## src/rtl/kbd_scan_decoder_pkg.sv

```systemverilog
// Shared constants, FSM state type and helpers for the PS/2 set-2 scancode decoder.
package kbd_scan_decoder_pkg;

  localparam logic [1:0] FUNC_NONE  = 2'd0;
  localparam logic [1:0] FUNC_ENTER = 2'd1;
  localparam logic [1:0] FUNC_BKSP  = 2'd2;
  localparam logic [1:0] FUNC_CHAR  = 2'd3;

  localparam logic [7:0] SC_BREAK  = 8'hF0;
  localparam logic [7:0] SC_EXT    = 8'hE0;
  localparam logic [7:0] SC_LSHIFT = 8'h12;
  localparam logic [7:0] SC_RSHIFT = 8'h59;
  localparam logic [7:0] SC_CAPS   = 8'h58;
  localparam logic [7:0] SC_ENTER  = 8'h5A;
  localparam logic [7:0] SC_BKSP   = 8'h66;

  localparam logic [7:0] ASCII_CR  = 8'h0D;
  localparam logic [7:0] ASCII_BS  = 8'h08;

  typedef enum logic [2:0] {
    S_IDLE = 3'd0,
    S_POP  = 3'd1,
    S_WAIT = 3'd2,
    S_PROC = 3'd3,
    S_GAP  = 3'd4
  } state_t;

  function automatic logic is_shift(input logic [7:0] code);
    return (code == SC_LSHIFT) || (code == SC_RSHIFT);
  endfunction

endpackage

```

## src/rtl/kbd_scan_decoder_if.sv

```systemverilog
// Bundle of the receiver-FIFO side signals and the decoded key-event outputs.
interface kbd_scan_decoder_if;

  logic [7:0] ps2_data;
  logic       ps2_ready;
  logic       ps2_overflow;
  logic       nextdata_n;
  logic [7:0] ascii;
  logic [1:0] func_char;
  logic       press;
  logic       one_char_flag;
  logic       caps;
  logic [7:0] key_count;

  modport master (
    output ps2_data, ps2_ready, ps2_overflow,
    input  nextdata_n, ascii, func_char, press, one_char_flag, caps, key_count
  );

  modport slave (
    input  ps2_data, ps2_ready, ps2_overflow,
    output nextdata_n, ascii, func_char, press, one_char_flag, caps, key_count
  );

endinterface

```

## src/rtl/kbd_scan_decoder_scan2ascii.sv

```systemverilog
// Combinational set-2 scancode to ASCII/func_char translation with shift and caps-lock.
module kbd_scan2ascii
  import kbd_scan_decoder_pkg::*;
(
  input  logic [7:0] scancode,
  input  logic       shift,
  input  logic       caps,
  output logic [7:0] ascii,
  output logic [1:0] func_char
);

  logic [7:0] lower_s;
  logic [7:0] upper_s;
  logic       letter_s;

  // Table lookup: letters carry only the lowercase code, others carry both shift levels
  always_comb begin
    lower_s  = 8'h00;
    upper_s  = 8'h00;
    letter_s = 1'b0;
    case (scancode)
      8'h1C: begin lower_s = 8'h61; letter_s = 1'b1; end
      8'h32: begin lower_s = 8'h62; letter_s = 1'b1; end
      8'h21: begin lower_s = 8'h63; letter_s = 1'b1; end
      8'h23: begin lower_s = 8'h64; letter_s = 1'b1; end
      8'h24: begin lower_s = 8'h65; letter_s = 1'b1; end
      8'h2B: begin lower_s = 8'h66; letter_s = 1'b1; end
      8'h34: begin lower_s = 8'h67; letter_s = 1'b1; end
      8'h33: begin lower_s = 8'h68; letter_s = 1'b1; end
      8'h43: begin lower_s = 8'h69; letter_s = 1'b1; end
      8'h3B: begin lower_s = 8'h6A; letter_s = 1'b1; end
      8'h42: begin lower_s = 8'h6B; letter_s = 1'b1; end
      8'h4B: begin lower_s = 8'h6C; letter_s = 1'b1; end
      8'h3A: begin lower_s = 8'h6D; letter_s = 1'b1; end
      8'h31: begin lower_s = 8'h6E; letter_s = 1'b1; end
      8'h44: begin lower_s = 8'h6F; letter_s = 1'b1; end
      8'h4D: begin lower_s = 8'h70; letter_s = 1'b1; end
      8'h15: begin lower_s = 8'h71; letter_s = 1'b1; end
      8'h2D: begin lower_s = 8'h72; letter_s = 1'b1; end
      8'h1B: begin lower_s = 8'h73; letter_s = 1'b1; end
      8'h2C: begin lower_s = 8'h74; letter_s = 1'b1; end
      8'h3C: begin lower_s = 8'h75; letter_s = 1'b1; end
      8'h2A: begin lower_s = 8'h76; letter_s = 1'b1; end
      8'h1D: begin lower_s = 8'h77; letter_s = 1'b1; end
      8'h22: begin lower_s = 8'h78; letter_s = 1'b1; end
      8'h35: begin lower_s = 8'h79; letter_s = 1'b1; end
      8'h1A: begin lower_s = 8'h7A; letter_s = 1'b1; end
      8'h16: begin lower_s = 8'h31; upper_s = 8'h21; end
      8'h1E: begin lower_s = 8'h32; upper_s = 8'h40; end
      8'h26: begin lower_s = 8'h33; upper_s = 8'h23; end
      8'h25: begin lower_s = 8'h34; upper_s = 8'h24; end
      8'h2E: begin lower_s = 8'h35; upper_s = 8'h25; end
      8'h36: begin lower_s = 8'h36; upper_s = 8'h5E; end
      8'h3D: begin lower_s = 8'h37; upper_s = 8'h26; end
      8'h3E: begin lower_s = 8'h38; upper_s = 8'h2A; end
      8'h46: begin lower_s = 8'h39; upper_s = 8'h28; end
      8'h45: begin lower_s = 8'h30; upper_s = 8'h29; end
      8'h29: begin lower_s = 8'h20; upper_s = 8'h20; end
      8'h49: begin lower_s = 8'h2E; upper_s = 8'h3E; end
      8'h4A: begin lower_s = 8'h2F; upper_s = 8'h3F; end
      8'h4E: begin lower_s = 8'h2D; upper_s = 8'h5F; end
      8'h41: begin lower_s = 8'h2C; upper_s = 8'h3C; end
      8'h55: begin lower_s = 8'h3D; upper_s = 8'h2B; end
      8'h4C: begin lower_s = 8'h3B; upper_s = 8'h3A; end
      8'h52: begin lower_s = 8'h27; upper_s = 8'h22; end
      default: begin
        lower_s  = 8'h00;
        upper_s  = 8'h00;
        letter_s = 1'b0;
      end
    endcase
  end

  // Resolve shift level and classify the key
  always_comb begin
    ascii     = 8'h00;
    func_char = FUNC_NONE;
    if (scancode == SC_ENTER) begin
      ascii     = ASCII_CR;
      func_char = FUNC_ENTER;
    end else if (scancode == SC_BKSP) begin
      ascii     = ASCII_BS;
      func_char = FUNC_BKSP;
    end else begin
      if (letter_s) begin
        ascii = (shift ^ caps) ? (lower_s & 8'hDF) : lower_s;
      end else begin
        ascii = shift ? upper_s : lower_s;
      end
      func_char = (ascii != 8'h00) ? FUNC_CHAR : FUNC_NONE;
    end
  end

endmodule

```

## src/rtl/kbd_scan_decoder.sv

```systemverilog
// Pops scancode bytes from the PS/2 FIFO and turns them into held-key events, caps state and a make counter.
module kbd_scan_decoder
  import kbd_scan_decoder_pkg::*;
#(
  parameter int GAP_CYCLES = 4
) (
  input  logic               clk,
  input  logic               clrn,
  kbd_scan_decoder_if.slave  bus
);

  localparam logic [7:0] GAP_LAST = 8'(GAP_CYCLES - 1);

  state_t     state_r;
  logic [7:0] byte_r;
  logic [7:0] held_code_r;
  logic [7:0] gap_cnt_r;
  logic       shift_r;
  logic       brk_r;
  logic       ext_r;
  logic       nextdata_n_r;
  logic [7:0] ascii_r;
  logic [1:0] func_char_r;
  logic       press_r;
  logic       one_char_flag_r;
  logic       caps_r;
  logic [7:0] key_count_r;
  logic [7:0] map_ascii_s;
  logic [1:0] map_func_s;

  kbd_scan2ascii u_scan2ascii (
    .scancode  (byte_r),
    .shift     (shift_r),
    .caps      (caps_r),
    .ascii     (map_ascii_s),
    .func_char (map_func_s)
  );

  // Decoder FSM with all flags, output registers and the make counter
  always_ff @(posedge clk or negedge clrn) begin
    if (!clrn) begin
      state_r         <= S_IDLE;
      byte_r          <= 8'h00;
      held_code_r     <= 8'h00;
      gap_cnt_r       <= 8'h00;
      shift_r         <= 1'b0;
      brk_r           <= 1'b0;
      ext_r           <= 1'b0;
      nextdata_n_r    <= 1'b1;
      ascii_r         <= 8'h00;
      func_char_r     <= FUNC_NONE;
      press_r         <= 1'b0;
      one_char_flag_r <= 1'b0;
      caps_r          <= 1'b0;
      key_count_r     <= 8'h00;
    end else begin
      nextdata_n_r <= 1'b1;
      case (state_r)
        S_IDLE: begin
          state_r <= bus.ps2_ready ? S_POP : S_IDLE;
        end
        S_POP: begin
          if (bus.ps2_ready) begin
            byte_r       <= bus.ps2_data;
            nextdata_n_r <= 1'b0;
            state_r      <= S_WAIT;
          end else begin
            state_r <= S_IDLE;
          end
        end
        S_WAIT: begin
          state_r <= S_PROC;
        end
        S_PROC: begin
          state_r <= S_IDLE;
          if (byte_r == SC_EXT) begin
            ext_r <= 1'b1;
          end else if (byte_r == SC_BREAK) begin
            brk_r <= 1'b1;
          end else if (ext_r) begin
            ext_r <= 1'b0;
            brk_r <= 1'b0;
          end else if (brk_r) begin
            // ascii/func_char are left alone so a release consumer still sees the key
            if (is_shift(byte_r)) begin
              shift_r <= 1'b0;
            end else begin
              shift_r <= shift_r;
            end
            if (byte_r == held_code_r) begin
              press_r         <= 1'b0;
              one_char_flag_r <= 1'b0;
              held_code_r     <= 8'h00;
            end else begin
              held_code_r <= held_code_r;
            end
            brk_r <= 1'b0;
          end else if (is_shift(byte_r)) begin
            shift_r <= 1'b1;
          end else if (byte_r == SC_CAPS) begin
            // Typematic repeats of caps-lock must not keep toggling it
            if (held_code_r != SC_CAPS) begin
              caps_r <= ~caps_r;
            end else begin
              caps_r <= caps_r;
            end
            held_code_r <= SC_CAPS;
          end else if (press_r && (byte_r == held_code_r)) begin
            held_code_r <= held_code_r;
          end else if (press_r) begin
            press_r         <= 1'b0;
            one_char_flag_r <= 1'b0;
            gap_cnt_r       <= 8'h00;
            state_r         <= S_GAP;
          end else begin
            ascii_r         <= map_ascii_s;
            func_char_r     <= map_func_s;
            press_r         <= 1'b1;
            one_char_flag_r <= (map_func_s != FUNC_NONE);
            held_code_r     <= byte_r;
            key_count_r     <= key_count_r + 8'd1;
          end
        end
        S_GAP: begin
          // byte_r still holds the rolled-over key since no pop happens here
          if (gap_cnt_r == GAP_LAST) begin
            ascii_r         <= map_ascii_s;
            func_char_r     <= map_func_s;
            press_r         <= 1'b1;
            one_char_flag_r <= (map_func_s != FUNC_NONE);
            held_code_r     <= byte_r;
            key_count_r     <= key_count_r + 8'd1;
            state_r         <= S_IDLE;
          end else begin
            gap_cnt_r <= gap_cnt_r + 8'd1;
            state_r   <= S_GAP;
          end
        end
        default: begin
          state_r <= S_IDLE;
        end
      endcase
      if (bus.ps2_overflow) begin
        brk_r <= 1'b0;
        ext_r <= 1'b0;
      end
    end
  end

  assign bus.nextdata_n    = nextdata_n_r;
  assign bus.ascii         = ascii_r;
  assign bus.func_char     = func_char_r;
  assign bus.press         = press_r;
  assign bus.one_char_flag = one_char_flag_r;
  assign bus.caps          = caps_r;
  assign bus.key_count     = key_count_r;

endmodule

```

## src/flat_wrapper.sv

```systemverilog
// flat-port wrapper written by rule: the top's interface ports become plain ports
module kbd_scan_decoder_flat import kbd_scan_decoder_pkg::*;
#(
  parameter int GAP_CYCLES = 4
)
  (clk, clrn, bus_ps2_data, bus_ps2_ready, bus_ps2_overflow, bus_nextdata_n, bus_ascii, bus_func_char, bus_press, bus_one_char_flag, bus_caps, bus_key_count);
  kbd_scan_decoder_if bus_i ();
  input  logic clk;
  input  logic clrn;
  input wire logic [$bits(bus_i.ps2_data)-1:0] bus_ps2_data;
  input wire logic [$bits(bus_i.ps2_ready)-1:0] bus_ps2_ready;
  input wire logic [$bits(bus_i.ps2_overflow)-1:0] bus_ps2_overflow;
  output wire logic [$bits(bus_i.nextdata_n)-1:0] bus_nextdata_n;
  output wire logic [$bits(bus_i.ascii)-1:0] bus_ascii;
  output wire logic [$bits(bus_i.func_char)-1:0] bus_func_char;
  output wire logic [$bits(bus_i.press)-1:0] bus_press;
  output wire logic [$bits(bus_i.one_char_flag)-1:0] bus_one_char_flag;
  output wire logic [$bits(bus_i.caps)-1:0] bus_caps;
  output wire logic [$bits(bus_i.key_count)-1:0] bus_key_count;
  assign bus_i.ps2_data = bus_ps2_data;
  assign bus_i.ps2_ready = bus_ps2_ready;
  assign bus_i.ps2_overflow = bus_ps2_overflow;
  assign bus_nextdata_n = bus_i.nextdata_n;
  assign bus_ascii = bus_i.ascii;
  assign bus_func_char = bus_i.func_char;
  assign bus_press = bus_i.press;
  assign bus_one_char_flag = bus_i.one_char_flag;
  assign bus_caps = bus_i.caps;
  assign bus_key_count = bus_i.key_count;
  kbd_scan_decoder #(.GAP_CYCLES(GAP_CYCLES)) u_core (.clk(clk), .clrn(clrn), .bus(bus_i));
endmodule
```

## config.mk

```make
export PLATFORM = sky130hd
export DESIGN_NAME = kbd_scan_decoder_flat
export DESIGN_NICKNAME = d
export VERILOG_FILES = /design/src/rtl/kbd_scan_decoder_pkg.sv /design/src/rtl/kbd_scan_decoder_if.sv /design/src/rtl/kbd_scan_decoder_scan2ascii.sv /design/src/rtl/kbd_scan_decoder.sv /design/src/flat_wrapper.sv
export SDC_FILE = /design/constraint.sdc
export NUM_CORES = 1
export LEC_CHECK = 0
export CELL_PAD_IN_SITES_DETAIL_PLACEMENT = 0
export CELL_PAD_IN_SITES_GLOBAL_PLACEMENT = 1
export CORE_AREA = 4 4 93 95
export DETAILED_ROUTE_END_ITERATION = 12
export DIE_AREA = 0 0 97 99
export PLACE_DENSITY_LB_ADDON = 0.1
export SYNTH_ARGS = -nofsm -noshare
export SYNTH_HDL_FRONTEND = slang
export SYNTH_SLANG_ARGS = --single-unit
```

## constraint.sdc

```tcl
create_clock -name clk -period 4.1 [get_ports clk]
set_input_delay 0.41 -clock clk [delete_from_list [all_inputs] [get_ports clk]]
set_output_delay 0.41 -clock clk [all_outputs]
set_load 0.005 [all_outputs]
```

After elaboration in Yosys (flattened, before gate mapping)
Cells that the tools add are included.
{"block": "word_totals", "reg_bits": 52, "latch_bits": 0, "ramBits": 0, "mem_bits_ro": 0, "in_bits": 12, "output_inout_bits": 22, "word_cells": 227, "n_memories": 0}
{"block": "classes", "add_sub_neg": 2, "n_mul": 0, "n_div": 0, "order_cmp": 0, "eq_ne": 77, "shift": 0, "muxes": 110, "n_bitwise": 7, "n_reduce_logical": 17}
{"operator": "$mux 8", "count": 41}
{"operator": "$pmux 7 s44", "count": 1}
{"operator": "$eq 8x6->1 const B", "count": 23}
{"operator": "$eq 8x7->1 const B", "count": 18}
{"operator": "$pmux 7 s18", "count": 1}
{"operator": "$eq 8x5->1 const B", "count": 8}
{"operator": "$pmux 8 s2", "count": 4}
{"operator": "$mux 1", "count": 34}
{"operator": "$mux 3", "count": 9}
{"operator": "$mux 2", "count": 13}
{"operator": "$reduce_or 26->1", "count": 1}
{"operator": "$ne 2x2->1 const B", "count": 10}
{"operator": "$reduce_and 10->1", "count": 2}
{"operator": "$reduce_and 9->1", "count": 2}
{"operator": "$add 8x1->8 const B", "count": 2}
{"operator": "$eq 8x8->1 const B", "count": 2}
{"operator": "$pmux 3 s5", "count": 1}
{"operator": "$mux 7", "count": 2}
{"operator": "$ne 3x2->1 const B", "count": 4}
{"operator": "$eq 8x2->1 const B", "count": 1}
{"operator": "$eq 8x8->1", "count": 1}
{"operator": "$ne 8x7->1 const B", "count": 1}
{"operator": "$reduce_and 8->1", "count": 1}
{"operator": "$reduce_bool 8->1", "count": 1}
{"operator": "18 further kinds", "count": 30}

Longest topological paths before layout
Gate-level depths: netlist (run 1).
{"block": "depth", "ltp_word": 20, "mapped_depth": 9, "mapped_depth_nobuf": 7}

Hierarchy
Synthesis (run 1) repeated with hierarchy kept, for this count alone.
{"block": "unflattened", "hier_cells": 434, "hier_area_um2": 4127.7}
{"module": "kbd_scan_decoder", "n_inst": 1, "cells_each": 220, "area_per_inst_um2": 2598.7, "seq_area_each_um2": 1302.5}
{"module": "kbd_scan2ascii", "n_inst": 1, "cells_each": 214, "area_per_inst_um2": 1529.0, "seq_area_each_um2": 0.0}

Worst setup path before layout (run 1)
No wires, ideal clock.
{"block": "synth_path", "kind": "register to register", "from": "register u_core.gap_cnt_r[0]", "to": "register u_core.held_code_r[1]", "setup_ns": 0.125, "arrival_ns": 2.225, "required_ns": 3.975, "path_slack_ns": 1.750, "stages_incl_launch_ff": 9, "path_buffers": 1, "synth_period_minus_slack_ns": 2.350, "cell_sequence": "dfrtp_1 -> ha_1 -> or4b_4 -> o41ai_4 -> a21boi_1 -> o211a_1 -> a21boi_2 -> buf_6 -> mux2_4"}
{"block": "synth_between", "elab_chain_len": 3}
{"element": "from (decl)", "line_no": "kbd_scan_decoder.sv:17", "source": "logic [7:0] gap_cnt_r;"}
{"element": "from (signal assigned)", "line_no": "kbd_scan_decoder.sv:135", "source": "gap_cnt_r <= gap_cnt_r + 8'd1;"}
{"element": "$eq 8x2->1", "line_no": "kbd_scan_decoder.sv:126", "source": "if (gap_cnt_r == GAP_LAST) begin"}
{"element": "$ne 2x1->1 (no line)"}
{"element": "$reduce_and 9->1 (no line)"}
{"element": "to (signal assigned)", "line_no": "kbd_scan_decoder.sv:109", "source": "held_code_r <= held_code_r;"}
{"element": "to (signal assigned)", "line_no": "kbd_scan_decoder.sv:120", "source": "held_code_r <= byte_r;"}
{"element": "to (signal assigned)", "line_no": "kbd_scan_decoder.sv:131", "source": "held_code_r <= byte_r;"}
{"element": "to (decl)", "line_no": "kbd_scan_decoder.sv:16", "source": "logic [7:0] held_code_r;"}
No other way between the ends.
A chain may end at the register's enable or synchronous reset.

Final worst setup path (run 1)
{"block": "layout_path", "from": "register u_core.byte_r[0]", "to": "register u_core.ascii_r[2], in the netlist u_core.bus.ascii[2]"}
{"block": "layout_between", "elab_chain_len": 17, "elab_cells_between_ends": 81, "classes_between": "eq/ne (57); mux (20); reduce/logical (4)"}
{"element": "from (decl)", "line_no": "kbd_scan_decoder.sv:15", "source": "logic [7:0] byte_r;"}
{"element": "from (signal assigned)", "line_no": "kbd_scan_decoder.sv:64", "source": "byte_r <= bus.ps2_data;"}
{"element": "$eq 8x7->1 (tied with other cells)", "line_no": "kbd_scan_decoder_scan2ascii.sv:21", "source": "case (scancode)"}
{"element": "$pmux 7 s44 (tied with other cells)", "line_no": "kbd_scan_decoder_scan2ascii.sv:21"}
{"element": "$mux 7 (tied with other cells)", "line_no": "kbd_scan_decoder_scan2ascii.sv:88", "source": "ascii = shift ? upper_s : lower_s;"}
{"element": "$mux 7", "line_no": "kbd_scan_decoder_scan2ascii.sv:85", "source": "if (letter_s) begin"}
{"element": "$mux 8", "line_no": "kbd_scan_decoder_scan2ascii.sv:81", "source": "end else if (scancode == SC_BKSP) begin"}
{"element": "$mux 8", "line_no": "kbd_scan_decoder_scan2ascii.sv:78", "source": "if (scancode == SC_ENTER) begin"}
{"element": "$mux 8", "line_no": "kbd_scan_decoder_scan2ascii.sv:81"}
{"element": "$mux 8", "line_no": "kbd_scan_decoder_scan2ascii.sv:78"}
{"element": "$mux 8", "line_no": "kbd_scan_decoder.sv:110", "source": "end else if (press_r) begin"}
{"element": "$mux 8", "line_no": "kbd_scan_decoder.sv:108", "source": "end else if (press_r && (byte_r == held_code_r)) begin"}
{"element": "$mux 8", "line_no": "kbd_scan_decoder.sv:100", "source": "end else if (byte_r == SC_CAPS) begin"}
{"element": "$mux 8", "line_no": "kbd_scan_decoder.sv:98", "source": "end else if (is_shift(byte_r)) begin"}
{"element": "$mux 8", "line_no": "kbd_scan_decoder.sv:83", "source": "end else if (brk_r) begin"}
{"element": "$mux 8", "line_no": "kbd_scan_decoder.sv:80", "source": "end else if (ext_r) begin"}
{"element": "$mux 8", "line_no": "kbd_scan_decoder.sv:78", "source": "end else if (byte_r == SC_BREAK) begin"}
{"element": "$mux 8", "line_no": "kbd_scan_decoder.sv:76", "source": "if (byte_r == SC_EXT) begin"}
{"element": "$pmux 8 s2", "line_no": "kbd_scan_decoder.sv:58", "source": "case (state_r)"}
{"element": "to (signal assigned)", "line_no": "kbd_scan_decoder.sv:116", "source": "ascii_r <= map_ascii_s;"}
{"element": "to (signal assigned)", "line_no": "kbd_scan_decoder.sv:127", "source": "ascii_r <= map_ascii_s;"}
{"element": "to (decl)", "line_no": "kbd_scan_decoder.sv:22", "source": "logic [7:0] ascii_r;"}
Parallel ways exist; a longest one is shown, timed or not. The select of a mux whose other input is x is not followed.

==> results.toml, run 1 <==
[power_and_ir_drop]
switching_share_pct = 47.1
pwr-share-seq_pct = 39.6
total_leakage_power_nw = 1.56
power.switching_mw = 1.38
peakVddDrop_mv = 0.431
clock_power_share_pct = 9.7
p_total_mw = 2.93
p_int_mw = 1.55
combPwrFrac_pct = 50.7
p_per_area_nw_per_um2 = 719

[timing]
drv_slew = 0
period_share_pct = 73.2
skew_ps = 3.45
fin_hold_ws_ps = 197
tightestPinTransition_ps = 1090
max_freq_mhz = 333
hold_viol = 0
tns_ps = 0
setup_violations = 0
fin_crit_ps = 3000
max_slew_margin_pct = 27.2
rsz0062_at_grt = "false"
worst_slack_ps = 1100

[final_layout]
final_util_pct = 52.7
n_fill_cell = 749
instances_no_fill = 531
synthToLayoutAreaGrowth_pct = 10.4
diodes = 0
fin_area_um2 = 4070
nNetsFinal = 443
drive_gt1_share_pct = 9.79

[die]
die_w_um = 97
die_h_um = 99
start_util_pct = 47.7
dieArea_um2 = 9600
num_rows = 32
core_area_um2 = 7730
pin_count = 34

[logic_synthesis]
synth_edf_count = 0
synth_cell_types = 76
postSynthCellCount = 419
yosys_warnings = 0
synth-async-reset-ratio_pct = 100
syn_nets = 433
ys_seq_area_share_pct = 34.6
ys_ff_latch = 51
avgSynthCellArea_um2 = 8.80
synth_ff_type = "dfrtp_1"
netlist_area_um2 = 3690

[placement]
placed_area_um2 = 3990
io_buffers = 32
post-place-ws_ps = 1120
gp_congestion = 1.01
place_inst = 524
dp_hpwl_mm = 6.78

[worst_setup_path]
rr_startpoint = "u_core.byte_r[0]"
crit_path_cell_trace = "or3b_2 > a2111oi_0 > a311oi_1 > nand4_2 > o21ai_1 > a31oi_1"
crit_path_start = "u_core.byte_r[0]"
cp_slowest_stage_delay_ps = 1080
cp_data_arrival_time_ps = 3230
setup.worst_path.start_class = "flip-flop"
path_max_fanout = 38
cp.required_ps = 4330
crit_path_end_kind = "flip-flop"
worstSetupPathType = "flip-flop to flip-flop"
cpMaxStageDelayCell = "dfrtp_1"

[detailed_routing]
postRouteAntennaNets = 0
dr.pass1.iters = 5
vias = 3293
dr.first_iter.drc_count = 335
drc = 0
drt_wl_total_mm = 9.64
wl_per_cell_um = 18.1
via_per_inst = 6.20

[grt]
antenna_found_initial = 0
grt_pass1_vias = 3033
grt_max_degree = 52
grt_use_total_pct = 20.3
overflow = 0
grt_pass1_wl_mm = 16.1

[worst_hold_path]
hold_path.class = "input port to asynchronous set/reset pin"

[clock_network]
root_buffer = "clkbuf_8"
cts.sinks = 51
cts_buffer_depth = 2
cts_tree = "done"
cts_resized = 0
clock_latency_ps = 300
clk_pin_slew_ps = 90
postCtsSetupBuffers = 0
htree_levels = 2
cts_buffers = 5
ctsHoldBuffers = 0

[status]
outcome = "finished clean"

[job]
max_cap_violations = 0
-- power groups by stage --
stage / Clock, mW / Combinational, mW / Sequential [mW]
final: 0.285 / 1.48 / 1.16
after global routing: 0.321 / 1.66 / 1.21
after CTS: 0.293 / 1.49 / 1.16
after global placement: 0 / 1.47 / 1.15
after detailed placement: 0 / 1.49 / 1.16
after floorplan: 0 / 1.34 / 0.852
-- worst max-delay path: cells and delay by family (launching register included) --
family	cells	cell delay [ps]
AND/OR/NAND/NOR	2	790
flip-flops	1	1080
AO/OA/AOI/OAI	4	1060
-- logic make-up (layout without fill, tap and decap cells) --
logic type               Yosys count  after routing  share of synthesized area, %
adder cells (fa/ha/maj)            2              2                         0.679
XOR/XNOR                          26             26                          6.18
flip-flops                        51             51                          34.6
AO/OA/AOI/OAI                    101            101                          19.9
multiplexers                      16             16                          4.68
AND/OR/NAND/NOR                  172            172                          27.2
buffers and inverters             50             60                          6.58
other                              1              1                         0.102
-- final timing paths --
kind                            cells after the start                      end  slack [ps]
worst max-delay path                                6      u_core.bus.ascii[2]        1100
worst min-delay path                                2      u_core.gap_cnt_r[6]         200
worst max register to register                      6      u_core.bus.ascii[2]        1100
worst min register to register                      1  u_core.bus.key_count[7]         470
max in group asynchronous                           2  u_core.bus.key_count[0]        3470
min in group clk                                    1  u_core.bus.key_count[7]         470
-- placed cells by master, fill, tap and decap left out, types with 5 or more instances in the layout --
cell type | Yosys | layout
o21ai_0 | 15 | 15
nand2b_1 | 7 | 7
mux2_2 | 6 | 6
a31oi_1 | 11 | 11
a221oi_1 | 5 | 5
o22ai_1 | 6 | 6
mux2i_1 | 9 | 9
or3b_2 | 5 | 5
clkdlybuf4s50_1 | 0 | 31
dfrtp_1 | 50 | 50
nand3_1 | 12 | 12
buf_4 | 6 | 6
nand3b_1 | 6 | 6
nand2_1 | 29 | 29
a21oi_1 | 17 | 17
and3_1 | 6 | 6
a211oi_1 | 8 | 8
inv_1 | 14 | 14
clkbuf_8 | 0 | 5
nand4_1 | 10 | 10
nor3_1 | 13 | 13
xnor2_1 | 20 | 20
xor2_1 | 6 | 6
nor2_1 | 39 | 39
nor2b_1 | 9 | 9
-- sequential cells by signal, summed over array words and instances, names as in the netlist, 2 cells and up --
signal / cells
u_core.byte_r: 8
u_core.bus.key_count: 8
u_core.bus.func_char: 2
u_core.bus.ascii: 7
u_core.state_r: 3
u_core.gap_cnt_r: 8
u_core.held_code_r: 8
-- Yosys cell counts, types with 3 or more instances --
library cell	instances	area (µm²)
a31oi_1	11	68.8
o211ai_1	3	22.5
clkbuf_1	12	45.0
o21ai_1	3	15.0
nor2b_1	9	56.3
buf_4	6	45.0
or2_2	3	18.8
nand4b_1	3	26.3
nand2_1	29	109
nand3b_1	6	45.0
mux2_2	6	67.6
a32o_1	3	30.0
dfrtp_1	50	1250
nand4_1	10	62.6
xnor2_1	20	175
nor3_1	13	65.1
nor4_1	3	18.8
a2111oi_0	3	26.3
a211oi_1	8	60.1
o22ai_1	6	37.5
a21oi_1	17	85.1
and3_1	6	37.5
a221oi_1	5	43.8
o21ai_0	15	75.1
xor2_1	6	52.6
or4b_2	3	30.0
mux2i_1	9	90.1
or3b_2	5	43.8
buf_2	14	70.1
inv_1	14	52.6
nor3b_1	3	22.5
nand2b_1	7	43.8
nand3_1	12	60.1
nor2_1	39	146
-- per-layer routing --
| layer | wire length [µm] | vias up | GRT usage [%] | share of wire (%) |
|---|---|---|---|---|
| met5 | 0 | - | 0 | 0 |
| met4 | 114 | 0 | 4.32 | 1.2 |
| met3 | 655 | 12 | 3.40 | 6.8 |
| met2 | 4410 | 119 | 31.5 | 46 |
| met1 | 4460 | 1603 | 29.7 | 46 |
| li1 | - | 1559 | - | - |
-- layout make-up --
cell class / count / area, µm² / area share, %
multi-input combinational: 318 / 2170 / 53.2
sequential: 51 / 1280 / 31.4
timing repair buffer: 38 / 360 / 8.85
tap: 102 / 128 / 3.13
clock buffer: 5 / 68.8 / 1.69
inverter: 15 / 56.3 / 1.38
clock inverter: 2 / 13.8 / 0.338
Note: power is estimated with default switching activity, not from simulation.
==> run 2, diff against run 1 <==
Settings changed: CORE_AREA 4 4 93 95 to 4 4 97 99, DIE_AREA 0 0 97 99 to 0 0 101 103.
Clock period 4.1 ns to 2.95 ns, I/O delays scaled along.
==> results.toml, run 2 (synthesis gave the netlist of run 1 again) <==
[placement]
io_buffers = 32
post-place-ws_ps = 210
place_inst = 562
gp_congestion = 0.928
dp_hpwl_mm = 7.61

[final_layout]
synthToLayoutAreaGrowth_pct = 18.3
drive_gt1_share_pct = 16.0
final_common_cell = "dfrtp_1"
diodes = 0
nNetsFinal = 475
n_fill_cell = 850
final_cell_mix = "dfrtp_1, nor2_1, buf_4"
instances_no_fill = 570

[die]
start_util_pct = 43.1
dieArea_um2 = 10400
pin_count = 34
core_area_um2 = 8550
num_rows = 34
die_w_um = 101
die_h_um = 103

[worst_hold_path]
hold_path.class = "input port to asynchronous set/reset pin"

[worst_setup_path]
worstSetupPathType = "flip-flop to flip-flop"
crit_path_end_kind = "flip-flop"
reg2regPathDepth = 7
cp.required_ps = 3200
rrSetupSlack_ps = 200
r2r-end = "u_core.bus.ascii[1]"
setup.worst_path.start_class = "flip-flop"
rr_startpoint = "u_core.byte_r[6]"
cp_data_arrival_time_ps = 2990
crit_end = "u_core.bus.ascii[1]"
path_max_fanout = 14
crit_path_start = "u_core.byte_r[6]"

[timing]
skew_ps = 27.0
max_freq_mhz = 364
tightestPinTransition_ps = 931
max_slew_margin_pct = 37.9
hold_viol = 0
drv_slew = 0
fin_crit_ps = 2750
period_share_pct = 93.1
tns_ps = 0
worst_slack_ps = 203
setup_violations = 0
rsz0062_at_grt = "false"

[power_and_ir_drop]
power.switching_mw = 2.02
switching_share_pct = 44.9
p_per_area_nw_per_um2 = 1030
total_leakage_power_nw = 1.73
combPwrFrac_pct = 58.2
peakVddDrop_mv = 0.581
p_int_mw = 2.47
pwr-share-seq_pct = 30.4
clock_power_share_pct = 11.3

[clock_network]
cts_resized = 0
root_buffer = "clkbuf_8"
clk_pin_slew_ps = 110
cts.sinks = 51
cts_buffers = 5
clock_latency_ps = 310
postCtsSetupBuffers = 0
cts_buffer_depth = 2
ctsHoldBuffers = 0
htree_levels = 2
cts_tree = "done"

[grt]
grt_pass1_wl_mm = 17.0
grt_pass1_vias = 3170
antenna_found_initial = 0
overflow = 0
grt_max_degree = 43
grt_use_total_pct = 20.5

[detailed_routing]
vias = 3384
dr.first_iter.drc_count = 310
via_per_inst = 5.94
drt_wl_total_mm = 10.3
wl_per_cell_um = 18.0
postRouteAntennaNets = 0
drc = 0
dr.pass1.iters = 4

[status]
outcome = "finished clean"

[job]
max_cap_violations = 0
==> run 2: changes by cell type in the layout (fill, tap and decap cells not counted) <==
cell / before / now
clkinv_2: 1 / 0
buf_12: 0 / 1
buf_4: 6 / 37
clkinv_4: 1 / 0
inv_6: 0 / 1
clkbuf_1: 0 / 1
bufinv_16: 0 / 1
==> run 2: layout make-up <==
type | instances | area [µm²] | share of cell area [%]
multi-input combinational | 318 | 2170 | 49.7
tap | 108 | 135 | 3.10
timing repair buffer | 70 | 613 | 14.1
inverter | 15 | 56.3 | 1.29
clock inverter | 2 | 38.8 | 0.890
sequential | 51 | 1280 | 29.3
clock buffer | 6 | 72.6 | 1.66
==> run 2: worst min-delay path by stage <==
stage,from,slack (ps),cells after the start,endpoint
4_1_cts,clrn,160,1,u_core.bus.ascii[1]
3_5_place_dp,u_core.bus.key_count[7],460,1,u_core.bus.key_count[7]
2_1_floorplan,clrn,-0.6,0,u_core.brk_r
6_report,clrn,110,1,u_core.gap_cnt_r[5]
5_1_grt,clrn,190,1,u_core.gap_cnt_r[3]
3_3_place_gp,u_core.bus.key_count[7],460,1,u_core.bus.key_count[7]
==> run 2: per-layer routing <==
| metal | GRT usage [%] | part of all wire (%) |
|---|---|---|
| met5 | 0 | 0 |
| met4 | 3.58 | 1.1 |
| met3 | 2.44 | 4.6 |
| met2 | 32.9 | 47 |
| met1 | 30.2 | 48 |
==> run 2: power by group through the flow <==
stage	Combinational, mW	Sequential (mW)	Clock [mW]
3_5_place_dp	2.60	1.38	0
5_1_grt	2.87	1.43	0.553
6_report	2.61	1.37	0.509
4_1_cts	2.61	1.36	0.524
3_3_place_gp	2.60	1.37	0
2_1_floorplan	1.87	1.18	0
==> run 2: metrics by stage <==
stage / utilization, % / hold WS, ps / power, mW / cell area [µm²]
floorplan: - / -0.591 / 3.05 / 3690
global placement: 49.7 / 462 / 3.97 / 4250
detailed placement: 49.7 / 463 / 3.98 / 4250
CTS: 51.0 / 160 / 4.50 / 4360
global route: 51.0 / 193 / 4.85 / 4360
finish: 51.0 / 113 / 4.49 / 4360
==> run 2: worst max-delay path: stages (launching register included) <==
cell and delay, ps:
dfrtp_1 630, buf_4 240, or4bb_1 600, o32ai_1 280, a31oi_1 180, a31oi_1 390, o22ai_1 180, a31oi_1 190
